`src/rtl/reaction_pkg.sv`:
```
// Shared definitions for the reaction-time controller: FSM state encodings
// and the LFSR seed/tap constants.
package reaction_pkg;

    typedef enum logic [2:0] {
        ST_IDLE    = 3'd0,
        ST_WAIT    = 3'd1,
        ST_REACT   = 3'd2,
        ST_RESULT  = 3'd3,
        ST_EARLY   = 3'd4,
        ST_TIMEOUT = 3'd5
    } state_e;

    localparam logic [15:0] LFSR_SEED = 16'hACE1;
    // Taps 16,14,13,11 expressed as bit positions 15,13,12,10.
    localparam logic [15:0] LFSR_TAPS = 16'hB400;

endpackage

```
`src/rtl/rt_lfsr16.sv`:
```
// Free-running 16-bit Fibonacci LFSR supplying the random part of the wait.
// Starting from a non-zero seed, the maximal-length sequence never reaches zero.
module rt_lfsr16
    import reaction_pkg::*;
(
    input  logic        Clock,
    input  logic        Resetn,
    output logic [15:0] q
);

    logic [15:0] lfsr_q;
    logic [15:0] lfsr_d;

    always_comb begin
        lfsr_d = {lfsr_q[14:0], ^(lfsr_q & LFSR_TAPS)};
    end

    // NOTE: sequential state is updated with non-blocking assignments only.
    always_ff @(posedge Clock or negedge Resetn) begin
        if (!Resetn) begin
            lfsr_q <= LFSR_SEED;
        end else begin
            lfsr_q <= lfsr_d;
        end
    end

    assign q = lfsr_q;

endmodule

```
`src/rtl/reaction_controller.sv`:
```
// Reaction-time game controller: random wait, stimulus lamp, reaction window,
// and control of an external ms counter that measures the response.
module reaction_controller
    import reaction_pkg::*;
#(
    parameter int MIN_WAIT_MS = 1000,
    parameter int RAND_BITS   = 11,
    parameter int TIMEOUT_MS  = 9999
) (
    input  logic       Clock,
    input  logic       Resetn,
    input  logic       Start,
    input  logic       Stop,
    input  logic       Tick_ms,
    output logic       Counter_clear,
    output logic       Counter_enable,
    output logic       Led,
    output logic       Result_valid,
    output logic       Early,
    output logic       Timeout,
    output logic [2:0] State
);

    localparam int WAIT_MAX = MIN_WAIT_MS + (1 << RAND_BITS) - 1;
    localparam int WAIT_W   = $clog2(WAIT_MAX + 1);
    localparam int REACT_W  = $clog2(TIMEOUT_MS + 1);

    localparam logic [WAIT_W-1:0]  WAIT_ONE   = WAIT_W'(1);
    localparam logic [WAIT_W-1:0]  WAIT_MIN   = WAIT_W'(MIN_WAIT_MS);
    localparam logic [REACT_W-1:0] REACT_LAST = REACT_W'(TIMEOUT_MS - 1);

    state_e              state_q, state_d;
    logic [WAIT_W-1:0]   wait_cnt_q, wait_cnt_d;
    logic [REACT_W-1:0]  react_cnt_q, react_cnt_d;
    logic                start_q, stop_q;
    logic                clear_q, clear_d;
    logic [15:0]         lfsr;
    logic                start_edge, stop_edge;
    logic [WAIT_W-1:0]   wait_load;

    rt_lfsr16 u_lfsr (
        .Clock  (Clock),
        .Resetn (Resetn),
        .q      (lfsr)
    );

    assign start_edge = Start & ~start_q;
    assign stop_edge  = Stop & ~stop_q;
    assign wait_load  = WAIT_MIN + WAIT_W'(lfsr[RAND_BITS-1:0]);

    // NOTE: every signal gets a default before the case so no path infers a latch.
    always_comb begin
        state_d     = state_q;
        wait_cnt_d  = wait_cnt_q;
        react_cnt_d = react_cnt_q;
        clear_d     = 1'b0;
        case (state_q)
            ST_IDLE, ST_RESULT, ST_EARLY, ST_TIMEOUT: begin
                if (start_edge) begin
                    state_d    = ST_WAIT;
                    wait_cnt_d = wait_load;
                    clear_d    = 1'b1;
                end
            end
            ST_WAIT: begin
                if (stop_edge) begin
                    state_d = ST_EARLY;
                end else if (Tick_ms) begin
                    if (wait_cnt_q == WAIT_ONE) begin
                        state_d     = ST_REACT;
                        react_cnt_d = '0;
                    end else begin
                        wait_cnt_d = wait_cnt_q - WAIT_ONE;
                    end
                end
            end
            ST_REACT: begin
                // A response in the same cycle as the last tick still counts.
                if (stop_edge) begin
                    state_d = ST_RESULT;
                end else if (Tick_ms) begin
                    if (react_cnt_q == REACT_LAST) begin
                        state_d = ST_TIMEOUT;
                    end else begin
                        react_cnt_d = react_cnt_q + REACT_W'(1);
                    end
                end
            end
            default: state_d = ST_IDLE;
        endcase
    end

    // Edge registers reset high so inputs already asserted at release are ignored.
    always_ff @(posedge Clock or negedge Resetn) begin
        if (!Resetn) begin
            state_q     <= ST_IDLE;
            wait_cnt_q  <= '0;
            react_cnt_q <= '0;
            start_q     <= 1'b1;
            stop_q      <= 1'b1;
            clear_q     <= 1'b0;
        end else begin
            state_q     <= state_d;
            wait_cnt_q  <= wait_cnt_d;
            react_cnt_q <= react_cnt_d;
            start_q     <= Start;
            stop_q      <= Stop;
            clear_q     <= clear_d;
        end
    end

    assign Counter_clear  = clear_q;
    assign Counter_enable = (state_q == ST_REACT) & Tick_ms;
    assign Led            = (state_q == ST_REACT);
    assign Result_valid   = (state_q == ST_RESULT);
    assign Early          = (state_q == ST_EARLY);
    assign Timeout        = (state_q == ST_TIMEOUT);
    assign State          = state_q;

endmodule

```
`config.mk`:
```
export PLATFORM = sky130hd
export DESIGN_NAME = reaction_controller
export DESIGN_NICKNAME = d
export VERILOG_FILES = /design/src/rtl/reaction_pkg.sv /design/src/rtl/rt_lfsr16.sv /design/src/rtl/reaction_controller.sv
export SDC_FILE = /design/constraint.sdc
export NUM_CORES = 1
export LEC_CHECK = 0
export ABC_CLOCK_PERIOD_IN_PS = 3530
export BUFFER_PORTS_ARGS = -buffer_cell sky130_fd_sc_hd__buf_2
export CAP_MARGIN = 20
export CELL_PAD_IN_SITES_DETAIL_PLACEMENT = 0
export CELL_PAD_IN_SITES_GLOBAL_PLACEMENT = 1
export CORE_ASPECT_RATIO = 0.8
export CORE_MARGIN = 4
export CORE_UTILIZATION = 45
export CTS_CLUSTER_SIZE = 28
export DETAILED_ROUTE_END_ITERATION = 10
export MAX_ROUTING_LAYER = met4
export PLACE_DENSITY = 0.75
export SKIP_LAST_GASP = 1
export SYNTH_ARGS = -nofsm -noshare
export SYNTH_HDL_FRONTEND = slang
export SYNTH_HIERARCHICAL = 1
export SYNTH_SLANG_ARGS = --single-unit
```
`constraint.sdc`:
```
create_clock -name Clock -period 3.53 [get_ports Clock]
set_clock_uncertainty 0.2 [all_clocks]
set_input_delay 0.353 -clock Clock [delete_from_list [all_inputs] [get_ports Clock]]
set_output_delay 0.353 -clock Clock [all_outputs]
set_load 0.03 [all_outputs]
```
== After elaboration in Yosys (flattened, before gate mapping) ==
Cells that the tools add are included.

* $add $sub $neg: 3
* Eq/ne operators: 19
* Muxes and demuxes: 22
* Bitwise gates (word level): 5
* Reduce and logical (&&, ||, !) cells: 8

{| class="wikitable"
|+ Operator list
! operator !! count
|-
| $mux W14 || 6
|-
| $mux W12 || 4
|-
| $pmux W14 S2 || 1
|-
| $pmux W12 S2 || 1
|-
| $mux W3 || 7
|-
| $ne A2 B2 Y1 const B || 8
|-
| $reduce_xor A16 Y1 || 1
|-
| $add A14 B1 Y14 const B || 1
|-
| $eq A14 B14 Y1 const B || 1
|-
| $add A10 B11 Y12 const A || 1
|-
| $eq A12 B1 Y1 const B || 1
|-
| $sub A12 B1 Y12 const B || 1
|-
| $reduce_and A5 Y1 || 2
|-
| $pmux W3 S3 || 1
|-
| $reduce_and A7 Y1 || 1
|-
| $eq A3 B2 Y1 const B || 2
|-
| $eq A3 B3 Y1 const B || 2
|-
| $ne A3 B3 Y1 const B || 2
|-
| $reduce_bool A2 Y1 || 2
|-
| $reduce_or A4 Y1 || 1
|-
| $and A1 B1 Y1 || 3
|-
| $eq A3 B1 Y1 const B || 1
|-
| $logic_not A3 Y1 || 1
|-
| $ne A3 B1 Y1 const B || 1
|-
| 3 further kinds || 5
|}

* Bits in registers: 48
* Output and inout bits: 9
* Logic and storage cells: 64

== Logic depth before layout (Yosys ltp) ==
* Word-level depth: 5
* Depth in mapped cells: 9

== Hierarchy ==
Netlist, hierarchy kept.

{| class="wikitable"
|+ By module, submodules not included
! module !! instances !! cells an instance !! area an instance (um^2) !! seq. area each (um^2)
|-
| reaction_controller || 1 || 244 || 2127.0 || 803.3
|-
| rt_lfsr16 || 1 || 34 || 549.3 || 410.4
|}

== Least setup slack after synthesis ==
No wires, ideal clock.

* Kind: register to register
* From: register state_q[1], in the netlist State[1]
* To: register react_cnt_q[3]
* Arrival: 1.855 ns
* Setup slack: 1.347 ns
* Stages on the path, launching flop included: 10
* Cells stage by stage: dfrtp_1 > buf_6 > inv_2 > or3_4 > inv_2 > buf_8 > nand3_4 > nor4b_4 > xnor2_1 > nor2_1

* Longest elaborated chain between the ends: 3
* Elaborated cells between the ends (all ways): 11
* Classes of those cells: 8 x eq/ne; 1 x mux; 2 x reduce/logical

{| class="wikitable"
|+ RTL lines
! what !! line !! RTL
|-
| start: declaration || reaction_controller.sv:32 || <nowiki>state_e state_q, state_d;</nowiki>
|-
| start signal: assignment || reaction_controller.sv:103 || <nowiki>state_q <= state_d;</nowiki>
|-
| $eq A3 B2 Y1 (*) || n/a ||
|-
| named net Led || reaction_controller.sv:17 || <nowiki>output logic Led,</nowiki>
|-
| $ne A2 B2 Y1 (no source line) or $reduce_bool A2 Y1 (tied branches) || n/a ||
|-
| $reduce_and A7 Y1 (no source line) || n/a ||
|-
| end signal: assignment || reaction_controller.sv:105 || <nowiki>react_cnt_q <= react_cnt_d;</nowiki>
|-
| end: declaration || reaction_controller.sv:34 || <nowiki>logic [REACT_W-1:0] react_cnt_q, react_cnt_d;</nowiki>
|}

The timed path passes the listed nets; every way through them passes the cells marked *.
A chain may end at the register's enable or synchronous reset.

== Worst setup path after layout ==
* From: input port Stop
* To: register wait_cnt_q[0]

* Longest elaborated chain between the ends: 3

{| class="wikitable"
|+ RTL lines
! what !! line !! RTL
|-
| start: declaration || reaction_controller.sv:13 || <nowiki>input logic Stop,</nowiki>
|-
| $and A1 B1 Y1 || reaction_controller.sv:48 || <nowiki>assign stop_edge = Stop & ~stop_q;</nowiki>
|-
| $ne A2 B2 Y1 (no source line) || n/a ||
|-
| $reduce_and A5 Y1 (no source line) || n/a ||
|-
| end signal: assignment || reaction_controller.sv:104 || <nowiki>wait_cnt_q <= wait_cnt_d;</nowiki>
|-
| end: declaration || reaction_controller.sv:33 || <nowiki>logic [WAIT_W-1:0] wait_cnt_q, wait_cnt_d;</nowiki>
|}

Every way passes these cells.

==> run_results.csv <==
group,metric,value,unit
pwr,power_frac_clock,0.203,
global_route,grt_pass1_vias,1830,
sta,rsz0062_at_grt,"false",
sta,fin_crit_sh,0.7065,
layout,diodes,0,
placed_design,hpwl,3655,um
layout,n_fill_cell,554,
global_route,grt_max_degree,49,
sta,tns,0,ns
synthesis,syn_avg_cell_area,9.658,um^2
layout,regArea,1214,um^2
detailed_routing,wl,5205,um
sta,setup_violations,0,
layout,fin_util,0.5060,
pwr,switching_share,0.4066,
detailed_routing,ant_nets,0,
run_status,outcome,"complete, no violations",
pwr,p_seq_frac,0.404,
cts,clock-sinks,48,
floorplanning,ioPinCount,14,
floorplanning,core_area,5585,um^2
detailed_routing,wl_met2,2048,um
detailed_routing,drc,0,
synthesis,synth_nets,284,
cts,post_cts.repair.setup_buffers,0,
floorplanning,die_w,93.74,um
pwr,p_sw,0.7914,mW
global_route,grt_overflow_total,0,
floorplanning,dieArea,7179,um^2
cts,ctsHoldBuffers,2,
floorplanning,fp-row-count,24,
run,cap_viol_max_count,0,
cts,htreeDepth,2,
critical_path,startpoint_type,"input pin",
global_route,grt_pass1_wl,9190,um
placed_design,gp_congestion,0.7983,
synthesis,syn_inst,274,
cts,cts_resized,0,
detailed_routing,wl_per_cell,14.58,um
floorplanning,initial_utilization,0.4738,
cts,cts_root_buf,"clkbuf_8",
pwr,p_int,1.155,mW
layout,syn_to_final_growth,6.808,%
cts,worstSkewPairLatency,0.30,ns
layout,final_nets,288,
synthesis,synth_warnings,6,
pwr,p_leak,1.191,nW
pwr,p_per_area,688.6,nW/um^2
synthesis,syn_area,2646,um^2
cts,cts_buffer_depth,2,
pwr,pwr-share-comb,0.393,
pwr,ir_drop,0.4392,mV
sta,tightestPinTransition,0.7993,ns
critical_path,critPathKind,"input pin to flop",
detailed_routing,drtPass1Iterations,4,
cts,cts_buffers,5,
detailed_routing,viasPerCell,5.361,
worst_hold_path,hold_class,"flop to flop",
global_route,grt_antenna_before_repair,0,
detailed_routing,wl_met3,217,um
sta,finalHoldViolations,0,
critical_path,end_kind,"flop",
cts,cts_tree,"yes",
detailed_routing,drt_iter0_markers,62,
critical_path,worstPathMaxFanout,18,
sta,slew_viol_final,0,
cts,clk_pin_slew,0.09,ns
layout,drive_gt1_frac,0.1613,
detailed_routing,vias,1914,
detailed_routing,highest-signal-layer,"met4",
sta,timing.slew.headroom,0.4671,
critical_path,cp.required,3.52,ns
sta,min_period,2.494,ns
sta,max_freq,401.0,MHz
floorplanning,chipHeight,76.59,um
layout,multi_input_area,1244,um^2
detailed_routing,wl_met1,2894,um
global_route,grt_usage,0.1631,
critical_path,crit_arrival,2.48,ns
placed_design,port_buffers,13,
cells in the final DEF, fill, tap and decap left out, types with 7 or more instances in the layout:
master   instances
dfrtp_1         38
nor2_1          26
o21ai_0         19
a21oi_1         18
nand2_1         16
buf_2           13
xnor2_1         12
nand3_1         10
dfstp_2         10
nor3_1           8
nand4_1          8
inv_1            7
nor4_1           7
xor2_1           7
stage by stage:
stage	hold slack, ns	power, mW	instance area, um^2	instances	worst slack (ns)
2_1_floorplan	-0.1426	1.373	2646	274	1.347
3_3_place_gp	0.1348	1.554	2669	345	1.225
3_5_place_dp	0.1459	1.555	2669	345	1.162
4_1_cts	0.07661	1.952	2796	355	1.019
5_1_grt	0.1799	2.099	2826	357	0.8497
6_report	0.1568	1.946	2826	357	1.036
state kept, by name (all words and copies together) (netlist names):
register,cells
u_lfsr/q,16
react_cnt_q,14
wait_cnt_q,12
State,3
Counter_clear,1
start_q,1
stop_q,1
critical path: stages:
cell and delay, ns:
dlygate4sd3_1 0.52, buf_2 0.11, or2b_2 0.42, nand3_1 0.18, o22a_1 0.50, nor3_1 0.09, a311o_1 0.29
per-layer routing:
metal  up-vias  GRT usage
met5         -          -
met4         0    0.03463
met3         6    0.03060
met2        35     0.2013
met1       893     0.2685
li1        980          -
power groups by stage:
stage / logic, mW / registers (mW) / clock network, mW
floorplan: 0.587 / 0.786 / 0
global placement: 0.762 / 0.793 / 0
detailed placement: 0.761 / 0.794 / 0
CTS: 0.767 / 0.784 / 0.401
global route: 0.864 / 0.806 / 0.430
finish: 0.764 / 0.787 / 0.395
cell type report:
type                       instances  area share
tap                               78     0.03453
timing repair buffer              19     0.04604
clock inverter                     2     0.01239
multi-input combinational        195      0.4400
clock buffer                       6     0.02568
sequential                        48      0.4294
inverter                           9     0.01195
path summary, 6_finish.rpt:
kind                          startpoint       endpoint  slack [ns]  depth (start not counted)
min in group asynchronous         Resetn   u_lfsr/q[14]        0.34                          2
max reg2reg                wait_cnt_q[8]  wait_cnt_q[0]        1.14                          5
min reg2reg                 u_lfsr/q[14]   u_lfsr/q[15]        0.16                          0
max in group asynchronous         Resetn         stop_q        2.21                          3
max                                 Stop  wait_cnt_q[0]        1.04                          7
min                         u_lfsr/q[14]   u_lfsr/q[15]        0.16                          0
(Power assumes the default switching activity.)
